$ cat src/rtl/demux4_buf_if.sv
// Handshake bundle for demux4_buf: one steered input stream, four buffered output channels.
interface demux4_buf_if #(
    parameter int WIDTH = 8
);
    logic             in_valid;
    logic             in_ready;
    logic [1:0]       in_sel;
    logic [WIDTH-1:0] in_data;
    logic [3:0]       out_valid;
    logic [3:0]       out_ready;
    logic [WIDTH-1:0] out_data0;
    logic [WIDTH-1:0] out_data1;
    logic [WIDTH-1:0] out_data2;
    logic [WIDTH-1:0] out_data3;

    modport master (
        output in_valid, in_sel, in_data, out_ready,
        input  in_ready, out_valid, out_data0, out_data1, out_data2, out_data3
    );

    modport slave (
        input  in_valid, in_sel, in_data, out_ready,
        output in_ready, out_valid, out_data0, out_data1, out_data2, out_data3
    );
endinterface

$ cat src/rtl/demux4_buf.sv
// 1-to-4 demultiplexer with an independent 2-entry FIFO per channel.
// Heads are held in registers so out_dataK keeps its last word once a channel drains.
module demux4_buf #(
    parameter int WIDTH = 8
) (
    input  logic         clk,
    input  logic         rst_n,
    input  logic         flush,
    demux4_buf_if.slave  bus
);
    logic [7:0]         count_flat;
    logic [3:0]         valid_flat;
    logic [4*WIDTH-1:0] data_flat;
    logic               in_ready_int;

    // in_ready depends only on registered occupancy, in_sel and flush
    assign in_ready_int = (count_flat[{bus.in_sel, 1'b0} +: 2] < 2'd2) & ~flush;
    assign bus.in_ready = in_ready_int;
    assign bus.out_valid = valid_flat;
    assign bus.out_data0 = data_flat[0*WIDTH +: WIDTH];
    assign bus.out_data1 = data_flat[1*WIDTH +: WIDTH];
    assign bus.out_data2 = data_flat[2*WIDTH +: WIDTH];
    assign bus.out_data3 = data_flat[3*WIDTH +: WIDTH];

    generate
        for (genvar gi = 0; gi < 4; gi++) begin : g_chan
            logic [1:0]       count_reg, count_next;
            logic             rd_reg, rd_next;
            logic             wr_reg, wr_next;
            logic [WIDTH-1:0] mem_reg [2];
            logic [WIDTH-1:0] data_reg, data_next;
            logic             push, pop;

            assign push = bus.in_valid & in_ready_int & (bus.in_sel == 2'(gi));
            assign pop  = (count_reg != 2'd0) & bus.out_ready[gi] & ~flush;

            assign count_flat[gi*2 +: 2]       = count_reg;
            assign valid_flat[gi]              = (count_reg != 2'd0);
            assign data_flat[gi*WIDTH +: WIDTH] = data_reg;

            always_comb begin
                count_next = count_reg;
                rd_next    = rd_reg;
                wr_next    = wr_reg;
                data_next  = data_reg;
                if (flush) begin
                    count_next = 2'd0;
                    rd_next    = 1'b0;
                    wr_next    = 1'b0;
                end else begin
                    count_next = count_reg + 2'(push) - 2'(pop);
                    rd_next    = rd_reg ^ pop;
                    wr_next    = wr_reg ^ push;
                    // Next head is the incoming word when it lands in the slot being read next
                    if (count_next != 2'd0) begin
                        if (push && (wr_reg == rd_next)) begin
                            data_next = bus.in_data;
                        end else begin
                            data_next = mem_reg[rd_next];
                        end
                    end
                end
            end

            always_ff @(posedge clk or negedge rst_n) begin
                if (!rst_n) begin
                    count_reg  <= 2'd0;
                    rd_reg     <= 1'b0;
                    wr_reg     <= 1'b0;
                    data_reg   <= '0;
                    mem_reg[0] <= '0;
                    mem_reg[1] <= '0;
                end else begin
                    count_reg <= count_next;
                    rd_reg    <= rd_next;
                    wr_reg    <= wr_next;
                    data_reg  <= data_next;
                    if (push) begin
                        mem_reg[wr_reg] <= bus.in_data;
                    end
                end
            end
        end
    endgenerate
endmodule

$ cat src/flat_wrapper.sv
// flat-port wrapper written by rule: the top's interface ports become plain ports
module demux4_buf_flat 
#(
    parameter int WIDTH = 8
)
  (clk, rst_n, flush, bus_in_valid, bus_in_sel, bus_in_data, bus_out_ready, bus_in_ready, bus_out_valid, bus_out_data0, bus_out_data1, bus_out_data2, bus_out_data3);
  demux4_buf_if #(.WIDTH(WIDTH)) bus_i ();
  input  logic clk;
  input  logic rst_n;
  input  logic flush;
  input wire logic [$bits(bus_i.in_valid)-1:0] bus_in_valid;
  input wire logic [$bits(bus_i.in_sel)-1:0] bus_in_sel;
  input wire logic [$bits(bus_i.in_data)-1:0] bus_in_data;
  input wire logic [$bits(bus_i.out_ready)-1:0] bus_out_ready;
  output wire logic [$bits(bus_i.in_ready)-1:0] bus_in_ready;
  output wire logic [$bits(bus_i.out_valid)-1:0] bus_out_valid;
  output wire logic [$bits(bus_i.out_data0)-1:0] bus_out_data0;
  output wire logic [$bits(bus_i.out_data1)-1:0] bus_out_data1;
  output wire logic [$bits(bus_i.out_data2)-1:0] bus_out_data2;
  output wire logic [$bits(bus_i.out_data3)-1:0] bus_out_data3;
  assign bus_i.in_valid = bus_in_valid;
  assign bus_i.in_sel = bus_in_sel;
  assign bus_i.in_data = bus_in_data;
  assign bus_i.out_ready = bus_out_ready;
  assign bus_in_ready = bus_i.in_ready;
  assign bus_out_valid = bus_i.out_valid;
  assign bus_out_data0 = bus_i.out_data0;
  assign bus_out_data1 = bus_i.out_data1;
  assign bus_out_data2 = bus_i.out_data2;
  assign bus_out_data3 = bus_i.out_data3;
  demux4_buf #(.WIDTH(WIDTH)) u_core (.clk(clk), .rst_n(rst_n), .flush(flush), .bus(bus_i));
endmodule
$ cat config.mk
export PLATFORM = sky130hd
export DESIGN_NAME = demux4_buf_flat
export DESIGN_NICKNAME = d
export VERILOG_FILES = /design/src/rtl/demux4_buf_if.sv /design/src/rtl/demux4_buf.sv /design/src/flat_wrapper.sv
export SDC_FILE = /design/constraint.sdc
export NUM_CORES = 1
export LEC_CHECK = 0
export BUFFER_PORTS_ARGS = -buffer_cell sky130_fd_sc_hd__buf_4
export CORE_MARGIN = 10
export CORE_UTILIZATION = 45
export CTS_BUF_LIST = sky130_fd_sc_hd__clkbuf_8
export CTS_CLUSTER_SIZE = 14
export DETAILED_ROUTE_END_ITERATION = 10
export PLACE_DENSITY = 0.73
export REMOVE_ABC_BUFFERS = 1
export SYNTH_ARGS = -nofsm -noshare
export SYNTH_HDL_FRONTEND = slang
export SYNTH_SLANG_ARGS = --single-unit
export TNS_END_PERCENT = 1
$ cat constraint.sdc
create_clock -name clk -period 3.3 [get_ports clk]
set_input_delay 0.495 -clock clk [delete_from_list [all_inputs] [get_ports clk]]
set_output_delay 0.495 -clock clk [all_outputs]
set_load 0.02 [all_outputs]
# --- Word-level counts from Yosys, hierarchy flattened ---
# Cells that the tools add are included.
totals:
  reg_bits: 112
  in_bits: 18
  out_inout_bits: 37
  wordCells: 145
op_classes:
  add_sub_neg: 8
  order_cmp: 13
  n_eq_ne: 7
  shift: 1
  muxes: 40
  bitwise: 31
  n_reduce_logical: 21
op_table:
  columns: ["cell", "n"]
  rows:
  - ["8-bit 2-to-1 mux", 20]
  - ["16-bit bitwise mux", 4]
  - ["8-bit demux with 1-bit select", 4]
  - ["2-bit >= comparator, second input constant", 8]
  - ["1-bit NOT with 2-bit output", 8]
  - ["2-bit nonzero test", 8]
  - ["1-bit AND", 14]
  - ["2-bit by 1-bit adder with 2-bit output", 4]
  - ["1-bit logical AND", 8]
  - ["2-bit by 1-bit less-than comparator with 1-bit output, second input constant", 4]
  - ["1-bit 2-to-1 mux", 8]
  - ["2-bit 2-to-1 mux", 4]
  - ["2-bit AND reduction", 4]
  - ["8-bit by 4-bit variable part select with 2-bit output", 1]
  - ["2-bit by 1-bit subtractor with 2-bit output", 4]
  - ["1-bit XOR", 8]
  - ["1-bit == test", 4]
  - ["2-bit == test, second input constant", 2]
  - ["2-bit by 1-bit == test with 1-bit output, second input constant", 1]
  - ["2-bit zero test", 1]
  - ["2-bit less-than comparator, second input constant", 1]
  - ["1-bit NOT", 1]

# --- Longest topological paths before layout ---
# Gate-level depths: netlist of the first run.
depth:
  ltp_word: 9
  mapped_depth: 11
  mapped_depth_nobuf: 10

# --- Least setup slack after synthesis of the first run ---
# OpenSTA, ideal clock, no wires.
synth_timing:
  path_kind: "input to register"
  startpoint: "in bus_in_sel[1]"
  endpoint: "reg u_core.g_chan[1].data_reg[6], in the netlist u_core.bus.out_data1[6]"
  setup_ps: 144
  arrival_time_ps: 2908
  t_required_ps: 3156
  setup_slack_ps: 248
  cell_stages: 8
  n_path_buf: 0
  cell_sequence: "or3b_1 nor3b_1 ha_1 xor2_1 mux2_2 nor2_2 a21boi_2 a221oi_2"
synth_between:
  elab_chain_len: 9
  word_cells_on_any_way: 12
  cone_classes: "add/sub (2); order compare (1); eq/ne (1); shift (1); mux (1); bitwise (3); reduce/logical (3)"
synth_rtl:
  columns: ["element", "line", "text"]
  rows:
  - ["start: declaration", "flat_wrapper.sv:12", "input wire logic [$bits(bus_i.in_sel)-1:0] bus_in_sel;"]
  - ["8-bit by 4-bit variable part select with 2-bit output", "demux4_buf.sv:17", "assign in_ready_int = (count_flat[{bus.in_sel, 1'b0} +: 2] < 2'd2) & ~flush;"]
  - ["2-bit less-than comparator", "demux4_buf.sv:17", null]
  - ["1-bit AND", "demux4_buf.sv:17", null]
  - ["1-bit AND", "demux4_buf.sv:34", "assign push = bus.in_valid & in_ready_int & (bus.in_sel == 2'(gi));"]
  - ["1-bit AND (*)", "demux4_buf.sv:34", null]
  - ["2-bit by 1-bit adder with 2-bit output", "demux4_buf.sv:51", "count_next = count_reg + 2'(push) - 2'(pop);"]
  - ["2-bit by 1-bit subtractor with 2-bit output", "demux4_buf.sv:51", null]
  - ["2-bit nonzero test", "demux4_buf.sv:55", "if (count_next != 2'd0) begin"]
  - ["2-bit AND reduction (no source line)", null, null]
  - ["end signal: assignment", "demux4_buf.sv:77", "data_reg <= data_next;"]
  - ["end: declaration", "demux4_buf.sv:31", "logic [WIDTH-1:0] data_reg, data_next;"]
# Mark *: on every way between the ends. The rest lies on a longest branch, timed or not.
# A chain may end at the register's enable or synchronous reset.

# --- Worst setup path in the final report of the first run ---
layout_timing:
  startpoint: "reg u_core.g_chan[1].count_reg[1]"
  endpoint: "reg u_core.g_chan[1].data_reg[6], in the netlist u_core.bus.out_data1[6]"
layout_between:
  elab_chain_len: 9
  word_cells_on_any_way: 20
  cone_classes: "add/sub (2); order compare (1); eq/ne (1); shift (1); mux (4); bitwise (7); reduce/logical (4)"
layout_rtl:
  columns: ["element", "line", "text"]
  rows:
  - ["start: declaration", "demux4_buf.sv:27", "logic [1:0] count_reg, count_next;"]
  - ["start signal: assignment", "demux4_buf.sv:74", "count_reg <= count_next;"]
  - ["8-bit by 4-bit variable part select with 2-bit output or 2-bit nonzero test (tied branches)", "demux4_buf.sv:17, demux4_buf.sv:35", null]
  - ["2-bit less-than comparator or 1-bit AND (tied branches)", "demux4_buf.sv:17, demux4_buf.sv:35", null]
  - ["1-bit AND, on equally long branches", "demux4_buf.sv:17, demux4_buf.sv:35", null]
  - ["1-bit AND or 1-bit XOR (tied branches)", "demux4_buf.sv:34, demux4_buf.sv:52", null]
  - ["1-bit AND or 1-bit NOT with 2-bit output (tied branches)", "demux4_buf.sv:34, demux4_buf.sv:59", null]
  - ["2-bit by 1-bit adder with 2-bit output or 8-bit 2-to-1 mux (tied branches)", "demux4_buf.sv:51, demux4_buf.sv:59", null]
  - ["2-bit by 1-bit subtractor with 2-bit output or 8-bit 2-to-1 mux (tied branches)", "demux4_buf.sv:51, demux4_buf.sv:59", null]
  - ["2-bit nonzero test or 8-bit 2-to-1 mux (tied branches)", "demux4_buf.sv:55, demux4_buf.sv:59", null]
  - ["2-bit AND reduction (no source line) or 8-bit 2-to-1 mux (tied branches)", null, null]
# Several ways; a longest one is shown, not always the timed one. The select of a mux whose other input is x is not followed.

==> impl_metrics.yaml, run 1 <==
logic_synthesis:
  netlist_top_cells_area: "dfrtp_1 (52%), mux2_2 (14%), mux2i_1 (6.0%), a221oi_2 (4.7%), nor2_1 (4.0%)"
  ys_ff_latch: 112
  avgSynthCellArea_um2: 13.3
  synth-edff-count: 0
  ys_async_sr_fraction_pct: 100
  ys_warn_count: 0
  syn_area_mm2: 0.00537
  synth.distinct_cells: 25
  synth_top_cell_by_area: "dfrtp_1"
  netlist_instances: 403
  yosysTopAreaCellShare_pct: 52.2
  synth_seq_area_share_pct: 52.2
  synth_flop_cell: "dfrtp_1"
drt:
  drc: 0
  routed_wl_um: 12100
  vias: 3354
  viasPerCell: 5.50
  ant_nets: 0
  dr.pass1.iters: 4
  drt-wirelength-per-cell_um: 19.8
  dr.first_iter.drc_count: 179
clocking:
  htreeDepth: 3
  clock-sinks: 112
  path_clk_slew_ns: 0.10
  cts_max_path_buffers: 2
  cts_tree: "done"
  clkLatencyLatePin_ns: 0.38
  cts_buffers: 9
  root_buffer: "clkbuf_8"
  postCtsSetupBuffers: 0
sta:
  tns_ns: 0
  fin_crit_sh_pct: 88.1
  grt_setup_unrepaired: "false"
  setup_violations: 0
  fmax_ghz: 0.344
  slew_headroom_pct: 53.5
  layout_min_cycle_time_ns: 2.91
  drv_slew: 0
  finClkSkew_ns: 0.00873
  worstMarginPinSlew_ns: 0.696
  hold_viol_final: 0
  final.setup.worst_slack_ns: 0.393
floorplanning:
  rows: 39
  die_y_um: 129
  io_pins: 55
  initial_core_util_pct: 46.5
  die_w_um: 129
  die_area_mm2: 0.0167
  core_area_mm2: 0.0116
flow_run:
  drv_cap: 0
grt:
  grt_use_total_pct: 15.0
  grt_pass1_vias: 3493
  gr-total-overflow: 0
  antenna_found_initial: 0
  grt_pass1_wl_um: 19300
  grt_max_degree: 96
power:
  power.total_uw: 4140
  power.density_mw_per_mm2: 673
  p_leak_uw: 0.00308
  vdd_drop_max_v: 0.000254
place:
  port-buffer-count: 54
  place_ws_ns: 0.0975
  dp_hpwl_um: 8620
  place_congestion: 0.766
cells_and_area:
  area.growth.synth_to_final_pct: 14.4
  final_util_pct: 53.2
  drive_gt1_share_pct: 38.3
  diodes: 0
  nets: 496
  largest_register_ffs: 64
critical_path:
  cp_max_fo: 8
  end_kind: "flop"
  crit_type: "reg2reg"
  cp.required_ns: 3.54
  arrival_ns: 3.15
  start_kind: "flop"
worst_hold_path:
  hp-class: "in2reg"
outcome:
  status: "finished clean"
logic make-up after synthesis:
| logic type | Yosys count | synth area share [%] |
|---|---|---|
| flops | 112 | 52.2 |
| mux | 101 | 20.7 |
| simple gates | 87 | 7.92 |
| compound gates | 36 | 8.03 |
| buf+inv | 31 | 2.82 |
| xor+xnor | 20 | 4.66 |
| fa+ha+maj | 16 | 3.73 |
report_power, final:
group / switching (µW) / internal (µW) / leakage [µW]
sequential: 219 / 1730 / 0.00141
combinational: 751 / 674 / 0.00159
clock: 471 / 296 / 0.0000845
total: 1440 / 2700 / 0.00308
final cells by class:
class                   instances  area, µm²
multi-input cells             260       2420
inverters                      12       45.0
flip-flops and latches        112       2800
repair buffers                 67        518
fillers                      1014       5420
clock buffers                  10        138
clock inverters                 6       45.0
well taps                     143        179
worst max-delay path, stage by stage (launching register included):
cell and delay, ns:
dfrtp_1 0.39, or2_1 0.27, and3b_1 0.28, ha_1 0.30, inv_1 0.06, ha_1 0.15
xor2_1 0.24, mux2_2 0.39, and3b_1 0.53, a221oi_2 0.14
placed cells by master, fill, tap and decap left out, types with 8 or more instances in the layout:
cell	Yosys	final
buf_4	0	65
dfrtp_1	112	112
xnor2_1	8	8
ha_1	16	16
nor2_1	57	57
inv_1	12	12
and3b_1	8	8
mux2i_1	32	32
mux2_2	68	68
nor2b_1	8	8
a221oi_2	17	17
a221oi_1	15	15
clkbuf_8	0	10
xor2_1	8	8
metal layers:
metal | vias up | wire (µm) | global-route usage [%]
met2 | 77 | 5790 | 24.4
met5 | - | 0 | 0
met1 | 1720 | 5420 | 19.3
met4 | 0 | 161 | 5.08
li1 | 1546 | - | -
met3 | 11 | 722 | 3.51
worst paths after layout:
check	start	endpoint	slack, ns	cells after the start
max in group asynchronous	rst_n	u_core.g_chan[1].mem_reg[7]	2.00	3
min reg2reg	u_core.g_chan[1].mem_reg[8]	u_core.g_chan[1].mem_reg[8]	0.51	1
min	flush	u_core.g_chan[0].count_reg[1]	0.40	2
min in group asynchronous	rst_n	u_core.g_chan[2].count_reg[1]	0.51	2
max	u_core.g_chan[1].count_reg[1]	u_core.bus.out_data1[6]	0.39	9
max reg2reg	u_core.g_chan[1].count_reg[1]	u_core.bus.out_data1[6]	0.39	9
cells in the mapped netlist (all sizes together) (6+ instances only):
| cell | count |
|---|---|
| a221oi | 32 |
| and3b | 8 |
| buf | 6 |
| clkbuf | 13 |
| dfrtp | 112 |
| ha | 16 |
| inv | 12 |
| mux2 | 68 |
| mux2i | 32 |
| nor2 | 61 |
| nor2b | 8 |
| xnor2 | 12 |
| xor2 | 8 |
stage by stage:
stage / instance area [µm²] / hold WS (ns) / std cells
after global routing: 6150 / 0.400 / 610
after floorplan: 5270 / 0.199 / 384
final: 6150 / 0.397 / 610
after global placement: 5950 / 0.382 / 593
after detailed placement: 5950 / 0.387 / 593
after CTS: 6150 / 0.381 / 610
what timing repair did:
item | CTS | global route
hold buffers | 1 | 0
hold endpoints to repair | 17 | 0
resized for setup | 0 | 0
(Power assumes the default switching activity.)
==> inputs of run 2 (changes only) <==
Settings changed: RECOVER_POWER from default to 100.
==> run 2 against run 1 <==
Combinational power decreased by 16%; routed wire length is 0.37% higher; fmax down 1.8%; critical path depth increased by 1; cell count did not move; hold slack got worse by 0.011 ns; worst setup slack got worse by 0.052 ns; largest cell class unchanged; highest routed layer unchanged.
==> impl_metrics.yaml, run 2 (synthesis gave the netlist of run 1 again) <==
sta:
  worstMarginPinSlew_ns: 1.33
  hold_viol_final: 0
  fmax_ghz: 0.338
  finClkSkew_ns: 0.00957
  layout_min_cycle_time_ns: 2.96
  slew_headroom_pct: 10.9
  grt_setup_unrepaired: "false"
  drv_slew: 0
  fin_crit_sh_pct: 89.7
  setup_violations: 0
  tns_ns: 0
  holdWs_ns: 0.386
cells_and_area:
  drive_gt1_share_pct: 25.1
  nets: 496
  diodes: 0
  layout_common_cells: "dfrtp_1 (112), mux2_2 (66), nor2_1 (58), clkbuf_1 (40), mux2i_1 (32)"
  largest_register_ffs: 64
  layout_commonest_cell: "dfrtp_1"
  area.growth.synth_to_final_pct: 8.22
clocking:
  clock-sinks: 112
  cts_tree: "done"
  clkLatencyLatePin_ns: 0.39
  path_clk_slew_ns: 0.10
  root_buffer: "clkbuf_8"
  cts_max_path_buffers: 2
  cts_buffers: 9
  htreeDepth: 3
grt:
  use_met2_pct: 24.4
  gr-total-overflow: 0
  use_met1_pct: 19.3
  grt_util_met3_pct: 3.51
  grt_pass1_wl_um: 19300
  top_usage_layer: "met2"
  antenna_found_initial: 0
  grt_pass1_vias: 3493
  grt_use_total_pct: 15.0
  grt_max_degree: 96
critical_path:
  start_kind: "flop"
  cp.required_ns: 3.53
  arrival_ns: 3.19
  end_kind: "flop"
  crit_type: "reg2reg"
  cp_max_fo: 9
power:
  p_leak_uw: 0.00286
  power.total_uw: 3900
  vdd_drop_max_v: 0.000218
  power.density_mw_per_mm2: 671
place:
  dp_hpwl_um: 8620
  port-buffer-count: 54
  place_congestion: 0.766
drt:
  dr.pass1.iters: 4
  viasPerCell: 5.51
  routed_wl_um: 12100
  ant_nets: 0
  drc: 0
  drt-wirelength-per-cell_um: 19.9
  vias: 3362
  dr.first_iter.drc_count: 211
floorplanning:
  rows: 39
  core_area_mm2: 0.0116
  die_w_um: 129
  initial_core_util_pct: 46.5
  io_pins: 55
  die_y_um: 129
  die_area_mm2: 0.0167
outcome:
  status: "finished clean"
flow_run:
  drv_cap: 0
worst_hold_path:
  hp-class: "in2reg"
## run 2: cell types whose count changed in the layout (fill, tap and decap cells not counted), sizes merged
cell    before  now
buf         66   25
clkbuf      10   51
## run 2: what timing repair did
action                    in CTS  in global routing
resized for setup              0                  0
buffers inserted               0                  0
hold buffers                   1                  0
hold endpoints to repair      17                  0
## run 2: final timing paths
check / start / endpoint / slack (ns) / depth (start not counted)
worst max register to register: u_core.g_chan[0].count_reg[1] / u_core.bus.out_data0[5] / 0.34 / 10
worst max-delay path: u_core.g_chan[0].count_reg[1] / u_core.bus.out_data0[5] / 0.34 / 10
min in group asynchronous: rst_n / u_core.bus.out_data3[0] / 0.79 / 2
worst min register to register: u_core.g_chan[1].mem_reg[8] / u_core.g_chan[1].mem_reg[8] / 0.51 / 1
max in group asynchronous: rst_n / u_core.g_chan[1].mem_reg[7] / 0.62 / 3
worst min-delay path: flush / u_core.g_chan[0].count_reg[1] / 0.39 / 2
## run 2: cell type report
class / count / area (µm²)
clock inverters: 6 / 45.0
fillers: 1080 / 5750
well taps: 143 / 179
flip-flops and latches: 112 / 2800
multi-input cells: 260 / 2250
clock buffers: 10 / 138
repair buffers: 67 / 355
inverters: 12 / 45.0
## run 2: routing by layer
metal | routed length, µm | vias up
met5 | 0 | -
met4 | 186 | 0
met3 | 641 | 15
met2 | 5750 | 59
met1 | 5560 | 1744
li1 | - | 1544
## run 2: power breakdown
part	leakage (µW)	internal [µW]	total, µW	switching (µW)
Clock	0.0000845	296	770	474
Sequential	0.00141	1730	1940	213
Combinational	0.00136	469	1190	722
Total	0.00286	2490	3900	1410
## run 2: worst max-delay path, stage by stage, from the launching register on
cell      delay (ns)
dfrtp_1         0.43
or2_1           0.23
and3b_1         0.23
ha_1            0.29
inv_1           0.04
ha_1            0.30
nor2b_1         0.05
mux2_2          0.27
nor2_2          0.27
a21boi_1        0.52
a221oi_1        0.17
## run 2: metrics by stage
step / instances / instance area (µm²) / setup WS [ns] / util (%)
floorplan: 384 / 5270 / 0.248 / -
global placement: 593 / 5950 / 0.176 / 51.5
detailed placement: 593 / 5950 / 0.0975 / 51.5
CTS: 610 / 6150 / 0.398 / 53.2
global route: 610 / 5820 / 0.110 / 50.3
finish: 610 / 5820 / 0.341 / 50.3
==> inputs of run 3 (changes only) <==
Settings changed: CORE_ASPECT_RATIO from default to 1.1, REMOVE_ABC_BUFFERS 1 to default.
==> run 3 against run 2 <==
Die area barely moved; global-route usage rose by 0.43 points; the flow now finishes with violations (capacitance limit, slew limit); first-iteration DRC count fell by 2.4%; critical path type unchanged.
==> impl_metrics.yaml, run 3 (synthesis gave the netlist of run 1 again) <==
outcome:
  status: "complete, but fails checks"
  failed_checks: "capacitance limit, slew limit"
clocking:
  root_buffer: "clkbuf_8"
  postCtsSetupBuffers: 0
  htreeDepth: 3
  cts_resized: 0
  cts_buffers: 9
  cts_hold_buf: 0
  cts_tree: "done"
  path_clk_slew_ns: 0.11
  clkLatencyLatePin_ns: 0.38
  clock-sinks: 112
  cts_max_path_buffers: 2
power:
  power.density_mw_per_mm2: 696
  vdd_drop_max_v: 0.000235
  p_leak_uw: 0.00292
cells_and_area:
  drive_gt1_share_pct: 25.7
  largest_register_ffs: 64
  diodes: 0
  n_fill_cell: 1061
  nets: 496
  layout_commonest_cell: "dfrtp_1"
  stdcell_count: 617
  layout_common_cells: "dfrtp_1 (112), mux2_2 (63), nor2_1 (60), clkbuf_1 (39), mux2i_1 (32)"
  area.growth.synth_to_final_pct: 10.3
grt:
  grt_pass1_vias: 3582
  grt_use_total_pct: 15.4
  gr-total-overflow: 0
  grt_max_degree: 63
  grt_pass1_wl_um: 19900
  antenna_found_initial: 0
drt:
  ant_nets: 0
  dr.pass1.iters: 5
  viasPerCell: 5.46
  vias: 3369
  routed_wl_um: 12300
  drc: 0
  dr.first_iter.drc_count: 206
  drt-wirelength-per-cell_um: 20.0
flow_run:
  drv_cap: 1
sta:
  finClkSkew_ns: 0.0144
  fmax_ghz: 0.339
  setup_violations: 0
  slew_headroom_pct: -87.8
  fin_crit_sh_pct: 89.4
  drv_slew: 51
  final.setup.worst_slack_ns: 0.350
  grt_setup_unrepaired: "false"
  tns_ns: 0
  hold_viol_final: 0
  worstMarginPinSlew_ns: 2.82
  layout_min_cycle_time_ns: 2.95
floorplanning:
  initial_core_util_pct: 46.4
  die_area_mm2: 0.0167
  core_area_mm2: 0.0116
  die_y_um: 135
  die_w_um: 124
  io_pins: 55
  rows: 41
place:
  dp.cells: 601
  dp_hpwl_um: 8730
  place_ws_ns: 0.327
  place_congestion: 0.786
  port-buffer-count: 54
critical_path:
  rr_worst_depth: 11
  start_kind: "flop"
  cp.required_ns: 3.53
  end_kind: "flop"
  cp_max_fo: 8
  arrival_ns: 3.18
  crit_type: "reg2reg"
logic_synthesis:
  synth_nets: 437
worst_hold_path:
  min_path_cells: 2
  hp-class: "in2reg"
## run 3: cell types whose count changed in the layout (fill, tap and decap cells not counted), moves of 2 or more
cell        change
clkinvlp_4      -2
mux2_2          -3
nor2_1          +2
mux2_1          +3
bufinv_16       +3
nor2_2          -2
a221oi_1        -6
a221oi_2        +6
## run 3: through the flow
stage	hold slack (ns)	area [µm²]	power [µW]	util (%)
4_1_cts	0.156	6210	4390	53.6
6_report	0.444	5930	4130	51.1
3_3_place_gp	0.489	5970	3380	51.5
2_1_floorplan	0.199	5370	2800	-
3_5_place_dp	0.494	5970	3420	51.5
5_1_grt	0.447	5930	4360	51.1
## run 3: path summary, 6_finish.rpt
| kind | startpoint | slack [ns] | endpoint |
|---|---|---|---|
| setup / recovery | u_core.g_chan[1].count_reg[1] | 0.35 | u_core.bus.out_data1[6] |
| hold / removal | bus_in_data[1] | 0.44 | u_core.g_chan[3].mem_reg[9] |
| min in group asynchronous | rst_n | 1.01 | u_core.g_chan[3].mem_reg[14] |
| setup reg to reg | u_core.g_chan[1].count_reg[1] | 0.35 | u_core.bus.out_data1[6] |
| hold reg to reg | u_core.g_chan[1].mem_reg[14] | 0.51 | u_core.g_chan[1].mem_reg[14] |
| max in group asynchronous | rst_n | 0.71 | u_core.g_chan[1].mem_reg[15] |
## run 3: routing by layer
| layer | GRT usage (%) | up-vias | share of wire (%) |
|---|---|---|---|
| met3 | 1.92 | 22 | 3.5 |
| met4 | 8.51 | 0 | 3.3 |
| met5 | 0 | - | 0 |
| met2 | 24.6 | 64 | 50 |
| li1 | - | 1546 | - |
| met1 | 19.7 | 1737 | 43 |
## run 3: worst max-delay path, stage by stage (launching register included)
cell      delay (ns)
dfrtp_1         0.46
or2_0           0.27
and3b_1         0.25
ha_1            0.29
inv_1           0.04
ha_1            0.17
xor2_1          0.24
mux2_1          0.39
nor2_1          0.12
a21boi_0        0.18
clkbuf_2        0.29
a221oi_2        0.09
## run 3: area by class of cell
type / count / area, µm² / share of cell area (%)
flip-flops and latches: 112 / 2800 / 47.3
clock inverters: 7 / 120 / 2.03
well taps: 150 / 188 / 3.17
repair buffers: 67 / 367 / 6.18
inverters: 12 / 45.0 / 0.760
multi-input cells: 260 / 2280 / 38.5
clock buffers: 9 / 124 / 2.09
## run 3: report_power, final
| part | internal [µW] | switching (µW) |
|---|---|---|
| sequential | 1730 | 221 |
| clock | 505 | 476 |
| combinational | 481 | 716 |
